File: src/rtl/async_in_pkg.sv
// async_in_pkg: shared FSM state encoding and parameter defaults for the input conditioner
package async_in_pkg;
  localparam int SYNC_STAGES_DEF = 2;
  localparam int FILTER_CYCLES_DEF = 3;
  localparam int CNT_W_DEF = 8;
  typedef enum logic [1:0] {ST_LOW, ST_QUAL_HI, ST_HIGH, ST_QUAL_LO} state_t;
endpackage

File: src/rtl/sync_nff.sv
// sync_nff: N-flop synchronizer for an asynchronous single-bit input
module sync_nff #(
  parameter int N = 2
) (
  input  logic clk,
  input  logic reset,
  input  logic d,
  output logic q
);
  logic [N-1:0] r;
  always_ff @(posedge clk or posedge reset)
    if (reset) r <= '0;
    else r <= {r[N-2:0], d};
  assign q = r[N-1];
endmodule

File: src/rtl/async_in_conditioner.sv
// async_in_conditioner: synchronizes, glitch-filters and edge-counts an asynchronous input
module async_in_conditioner
  import async_in_pkg::*;
#(
  parameter int SYNC_STAGES = SYNC_STAGES_DEF,
  parameter int FILTER_CYCLES = FILTER_CYCLES_DEF,
  parameter int CNT_W = CNT_W_DEF
) (
  input  logic             clk,
  input  logic             reset,
  input  logic             d_in,
  input  logic             en,
  input  logic             clr_cnt,
  output logic             q_out,
  output logic             rise_pulse,
  output logic             fall_pulse,
  output logic [CNT_W-1:0] edge_cnt,
  output logic             cnt_sat
);
  localparam logic [3:0] FC_LAST = 4'(FILTER_CYCLES - 1);
  logic s_in;
  state_t state;
  logic [3:0] fcnt;
  logic rise, fall;
  sync_nff #(.N(SYNC_STAGES)) u_sync (.clk(clk), .reset(reset), .d(d_in), .q(s_in));
  // fcnt counts qualifying samples already seen; the current one completes the run
  always_comb begin
    rise = en && s_in && ((state == ST_LOW && FILTER_CYCLES == 1) || (state == ST_QUAL_HI && fcnt == FC_LAST));
    fall = en && !s_in && ((state == ST_HIGH && FILTER_CYCLES == 1) || (state == ST_QUAL_LO && fcnt == FC_LAST));
  end
  always_ff @(posedge clk or posedge reset)
    if (reset) begin
      state <= ST_LOW;
      fcnt <= '0;
      q_out <= 1'b0;
      rise_pulse <= 1'b0;
      fall_pulse <= 1'b0;
    end else begin
      rise_pulse <= rise;
      fall_pulse <= fall;
      q_out <= rise ? 1'b1 : fall ? 1'b0 : q_out;
      case (state)
        ST_LOW:
          if (en && s_in) begin
            state <= rise ? ST_HIGH : ST_QUAL_HI;
            fcnt <= 4'd1;
          end
        ST_QUAL_HI:
          if (!en || !s_in) state <= ST_LOW;
          else if (rise) state <= ST_HIGH;
          else fcnt <= fcnt + 4'd1;
        ST_HIGH:
          if (en && !s_in) begin
            state <= fall ? ST_LOW : ST_QUAL_LO;
            fcnt <= 4'd1;
          end
        ST_QUAL_LO:
          if (!en || s_in) state <= ST_HIGH;
          else if (fall) state <= ST_LOW;
          else fcnt <= fcnt + 4'd1;
      endcase
    end
  // clear takes priority over a coincident accepted edge
  always_ff @(posedge clk or posedge reset)
    if (reset) begin
      edge_cnt <= '0;
      cnt_sat <= 1'b0;
    end else if (clr_cnt) begin
      edge_cnt <= '0;
      cnt_sat <= 1'b0;
    end else if ((rise || fall) && !(&edge_cnt)) begin
      edge_cnt <= edge_cnt + CNT_W'(1);
      cnt_sat <= cnt_sat | (&(edge_cnt + CNT_W'(1)));
    end
endmodule

File: config.mk
export PLATFORM = sky130hd
export DESIGN_NAME = async_in_conditioner
export DESIGN_NICKNAME = d
export VERILOG_FILES = /design/src/rtl/async_in_pkg.sv /design/src/rtl/sync_nff.sv /design/src/rtl/async_in_conditioner.sv
export SDC_FILE = /design/constraint.sdc
export NUM_CORES = 1
export LEC_CHECK = 0
export ABC_CLOCK_PERIOD_IN_PS = 2500
export CORE_UTILIZATION = 51
export DETAILED_ROUTE_END_ITERATION = 8
export GPL_TIMING_DRIVEN = 0
export PLACE_DENSITY = 0.77
export REMOVE_ABC_BUFFERS = 1
export SYNTH_ARGS = -nofsm -noshare
export SYNTH_HDL_FRONTEND = slang
export SYNTH_HIERARCHICAL = 1
export SYNTH_SLANG_ARGS = --single-unit
File: constraint.sdc
create_clock -name clk -period 2.5 [get_ports clk]
set_input_delay 0.5 -clock clk [delete_from_list [all_inputs] [get_ports clk]]
set_output_delay 0.5 -clock clk [all_outputs]
set_load 0.01 [all_outputs]
# Word-level counts from Yosys, hierarchy flattened

Index checks and enable logic that the tools add are counted.

Word-level logic and storage cells: 65
Bits in registers: 20

Add/subtract/negate cells: 2
Reductions and logical operators: 20
Eq/ne operators: 12
Muxes and demuxes: 22
Bitwise operators: 1

Operators with widths:

| cell                | number |
|---|---|
| $mux 4              | 6 |
| $mux 2              | 8 |
| $mux 8              | 2 |
| $pmux 4 s4          | 1 |
| $reduce_and 8->1    | 2 |
| $ne 2x2->1 const B  | 5 |
| $add 8x1->8 const B | 1 |
| $pmux 2 s4          | 1 |
| $logic_and 1x1->1   | 7 |
| $ne 3x2->1 const B  | 2 |
| $reduce_and 6->1    | 1 |
| $add 4x1->4 const B | 1 |
| $eq 2x2->1 const B  | 2 |
| $eq 4x2->1 const B  | 1 |
| $mux 1              | 4 |
| $reduce_and 4->1    | 1 |
| $reduce_bool 2->1   | 2 |
| $logic_not 1->1     | 3 |
| $logic_or 1x1->1    | 3 |
| $eq 2x1->1 const B  | 1 |
| $logic_not 2->1     | 1 |
| $ne 2x1->1 const B  | 1 |
| $or 1x1->1          | 1 |

# Longest topological paths before layout

Depth in word-level cells: 7
Gate-level depth with buffers: 8
Depth with buffers taken out: 6

# Hierarchy

The synthesis kept the hierarchy.

Modules (own cells, without submodules):

| module               | area an instance (µm²) | instances | seq. area each (µm²) | cells an instance |
|---|---|---|---|---|
| async_in_conditioner | 993.5                  | 1         | 450.4                | 107 |
| sync_nff             | 53.8                   | 1         | 50.0                 | 3 |

# Least setup slack after synthesis

Ideal clock, no wire load.

Kind: reg2reg
From: reg fcnt[0]
To: reg edge_cnt[4]
Library setup time: 0.125 ns
Path slack: 0.400 ns
Arrival time: 1.975 ns
Path buffers: 2
Data required time: 2.375 ns
Cell stages (with the launch flop): 9
Path through: dfrtp_1 -> inv_1 -> ha_1 -> nand2b_1 -> or4b_1 -> buf_2 -> clkbuf_1 -> nor3_1 -> mux2_2

Cells in the longest elaborated chain, start to end: 6
Elaborated cells between the ends (all ways): 8

Ends and longest elaborated chain:

| element                                                  | line                                                   | text |
|---|---|---|
| start, declared                                          | async_in_conditioner.sv:23                             | `logic [3:0] fcnt;` |
| start signal, assigned                                   | async_in_conditioner.sv:51                             | `else fcnt <= fcnt + 4'd1;` |
| start signal, assigned                                   | async_in_conditioner.sv:60                             | `else fcnt <= fcnt + 4'd1;` |
| $eq 4x2->1 *                                             | async_in_conditioner.sv:28, async_in_conditioner.sv:29 |  |
| $logic_and 1x1->1, on equally long branches (2 in a row) | async_in_conditioner.sv:28, async_in_conditioner.sv:29 |  |
| $logic_or 1x1->1 *                                       | async_in_conditioner.sv:71                             | `end else if ((rise \|\| fall) && !(&edge_cnt)) begin` |
| $logic_and 1x1->1 *                                      | async_in_conditioner.sv:71                             |  |
| $reduce_bool 2->1 (no source line) *                     | -                                                      |  |
| end signal, assigned                                     | async_in_conditioner.sv:72                             | `edge_cnt <= edge_cnt + CNT_W'(1);` |
| end, declared                                            | async_in_conditioner.sv:17                             | `output logic [CNT_W-1:0] edge_cnt,` |

Mark *: on every way between the ends. The rest lies on a longest branch, timed or not.
A chain may end at the register's enable or synchronous reset.

# Worst setup path after layout

From: in en
To: reg cnt_sat

Cells in the longest elaborated chain, start to end: 5
Elaborated cells between the ends (all ways): 7

Ends and longest elaborated chain:

| element                                                  | line                                                   | text |
|---|---|---|
| start, declared                                          | async_in_conditioner.sv:12                             | `input logic en,` |
| $logic_and 1x1->1, on equally long branches (2 in a row) | async_in_conditioner.sv:28, async_in_conditioner.sv:29 |  |
| $logic_or 1x1->1 *                                       | async_in_conditioner.sv:71                             |  |
| $logic_and 1x1->1 *                                      | async_in_conditioner.sv:71                             |  |
| $reduce_bool 2->1 (no source line) *                     | -                                                      |  |
| end signal, assigned                                     | async_in_conditioner.sv:73                             | `cnt_sat <= cnt_sat \| (&(edge_cnt + CNT_W'(1)));` |
| end, declared                                            | async_in_conditioner.sv:18                             | `output logic cnt_sat` |

Marked as above.

==> results list <==
- Synthesized area divided by synthesized cell count: 9.520 µm²
* Final critical delay including setup and external delays: 2.298 ns
* Layout cells sized above 1: 4.800%
- Once the floorplan was initialized, standard cells occupied 53.93% of the core.
* CTS tree: built
- Setup repair after global routing left no endpoint under its margin.
- The via count of the first global-routing pass came to between 700 and 800.
- The min-delay analysis places its worst path in the category reg -> reg.
- Count of pins over their slew limit: 0
- Number of instances resized during post-cts repair: 0
* Die span in y: about 47 µm
- The critical path ends at cnt_sat.
- Final setup violating endpoints: 0
* Clock buffer count from CTS: 3
* Hold buffer count at cts: 0
* Cells along the critical path: clkdlybuf4s50_1, nand2_1, or4b_4, or4b_1, o32ai_1
- The Yosys step of the flow raised 6 warnings.
- Max-cap violation count: 0
- Antenna fix cells: 0
- After floorplanning, the core was divided into 16 placement rows.
* Highest-count cells in the layout ignoring fill and taps: dfrtp_1 (20), clkdlybuf4s50_1 (16), nand2_1 (10), o21ai_0 (10)
- Power Density: between 500 and 600 nW/µm²
* Number of H-tree levels: 1
- At the worst endpoint, the required time is 2.70 ns.
- Final worst path period share: 91.94%
* Most common library cell in the layout ignoring fill and taps: dfrtp_1
* Post-Syn Area: 1047 µm²
* Max-slew headroom at the worst pin: approximately 36%
- Ranking of synthesized cells by area: dfrtp_1 (48%), ha_1 (4.8%), o21ai_0 (4.8%)
- Core Footprint: 1942 µm²
* Post-synthesis register bit count: 20
* Routability Congestion: 0.7756
- The clock drives 20 sinks.
* Number of cell instances on the worst register-to-register path: 6
- The top cell type by area accounts for 47.79% of the synthesized area.
- In this run the remaining antenna-violating nets after routing total 0.
- The startpoint identified for the worst register-to-register timing path is fcnt[0].
- CTS clock-pin slew for the worst setup and hold paths: 0.10 ns
- Clk root buf: clkbuf_4
- The count of final hold-check violations is 0.
- Clock latency reported for the late side of the worst-skew pair: around 0.29 ns
* Syn Inst Count: 110
* First-pass GRT wire length: 2.967 mm
* Leakage power: 0.5174 nW
- At the end of the flow, the number of nets in the layout was 136.
- Timing would allow up to 0.4351 GHz.
* Worst setup path class: in -> reg
- The run finished with clean final reports.
- Number of I/O port buffers: 16
- Post-synth EDFFs: 0
- Reg-to-Reg End: cnt_sat
- After detailed routing, the number of vias per cell comes to 5.717.
- Total grt overflow: 0
- Routed via count: between 800 and 900
- Layout area overhead: 19.47%
- VDD sags by at most 0.3424 mV.
* Count of unique library cells instantiated by Yosys: 33
- Overall routed net length: 1.840 mm
- Critical path's slowest cell: or4b_4
* Maximum count of clock buffers along a single path: 2
* Worst hold margin: 0.3620 ns
- Summed over all instances, the cell type with the most area after synthesis is dfrtp_1.
- Worst Max-Slew Pin Slew: approximately 0.95 ns
* Share of the yosys chip area belonging to registers: 47.79%
- Origin of the worst setup path: en
- Once placement completed, the tool counted placed cells totaling 149.
- Routed wire per std cell: around 12 µm
* Num ports: 17
- The initial antenna violation count is 0.
* Critical path peak fanout: 16
- Detailed placement finished with a half-perimeter wire length of 1.375 mm.
- STA classifies the critical path endpoint as a flop.
- The first TritonRoute pass finished after 4 iterations.
- Pin count of the biggest net entering global routing: 19
- Post-CTS Setup Repair Bufs: 0
- STA classifies the critical path startpoint as an input pin.
- The die is 47.32 µm wide.
* Setup slack, reg-to-reg: 0.29 ns
- Aggregate negative setup slack: 0 ns
- Worst stage delay on the critical path: 0.63 ns
- The die covers 2239 µm².
* All-layer global routing usage: 18.98%
- The count of cells in the finished layout, fillers not included, comes to 152.
- Data on the critical path arrives at its endpoint at 2.50 ns.
* Final core occ: 64.43%
* Top_reg_cell synth: dfrtp_1
- Counting flops with an async set or reset pin after synthesis yields a share of 100.0%.
- Number of remaining DRC errors: 0
- Starting DRC count in detailed routing: 6
- On the final layout, the worst clock skew is 0.004398 ns.
[cell families after synthesis]
| kind of cell | share of synthesized area (%) |
|---|---|
| multiplexers | 1.075 |
| adder cells (fa/ha/maj) | 4.779 |
| AO/OA/AOI/OAI | 16.13 |
| AND/OR/NAND/NOR | 24.14 |
| XOR/XNOR | 1.673 |
| flip-flops | 47.79 |
| buffers and inverters | 4.420 |
[per-stage QoR]
step | total power (W) | instance area (µm²) | setup slack, ns
after floorplan | 0.0004688 | 1031 | 0.3384
after global placement | 0.0004986 | 1225 | -0.2234
after detailed placement | 0.0005048 | 1225 | -0.2554
after CTS | 0.0006522 | 1247 | 0.05745
after global routing | 0.0006870 | 1251 | 0.08768
final | 0.0006430 | 1251 | 0.2015
[registers in the layout (all words and copies together) (netlist names)]
signal / cells
edge_cnt: 8
fcnt: 4
state: 2
u_sync/r: 2
cnt_sat: 1
fall_pulse: 1
q_out: 1
rise_pulse: 1
[worst min path at each step]
stage / start / to / depth (start not counted)
after floorplan: reset / u_sync/r[0] / 1
after global placement: u_sync/r[0] / u_sync/r[1] / 0
after detailed placement: u_sync/r[0] / u_sync/r[1] / 0
after CTS: u_sync/r[0] / u_sync/r[1] / 0
after global routing: u_sync/r[0] / u_sync/r[1] / 0
final: u_sync/r[0] / u_sync/r[1] / 0
[metal layers]
layer	part of all wire (%)	track usage [%]	wire length (µm)	vias up
met2	50	32.88	914	14
met3	3.0	2.308	55	2
met5	0	0	0	-
li1	-	-	-	433
met4	0.49	8.571	9	0
met1	47	23.43	861	420
[synth_stat cells (all sizes together) (3+ instances only)]
cell type,instances
nand2,10
or3,3
ha,4
nand2b,3
nor2b,4
nor3,3
o21ai,10
inv,8
or4,5
a21oi,8
o31ai,4
nand3,4
dfrtp,20
[cell type report]
cell class / count / area (µm²)
Clock buffer: 3 / 22.52
Inverter: 8 / 30.03
Timing Repair Buffer: 16 / 160.2
Fill cell: 187 / 690.7
Sequential cell: 20 / 500.5
Tap cell: 27 / 33.78
Multi-Input combinational cell: 78 / 504.2
[critical path, delay by kind of cell]
kind	cells	cell delay [ns]
compound gates	1	0.22
buf+inv	1	0.50
simple gates	3	1.28
[report_power, final]
part / switching, W / internal (W) / leakage [nW] / total [W]
Clock: 0.0000886 / 0.0000559 / 0.0138 / 0.000145
Sequential: 0.0000395 / 0.000355 / 0.264 / 0.000394
Combinational: 0.0000557 / 0.0000483 / 0.239 / 0.000104
Total: 0.000184 / 0.000459 / 0.517 / 0.000643
Power figures use the tool's default switching activity.
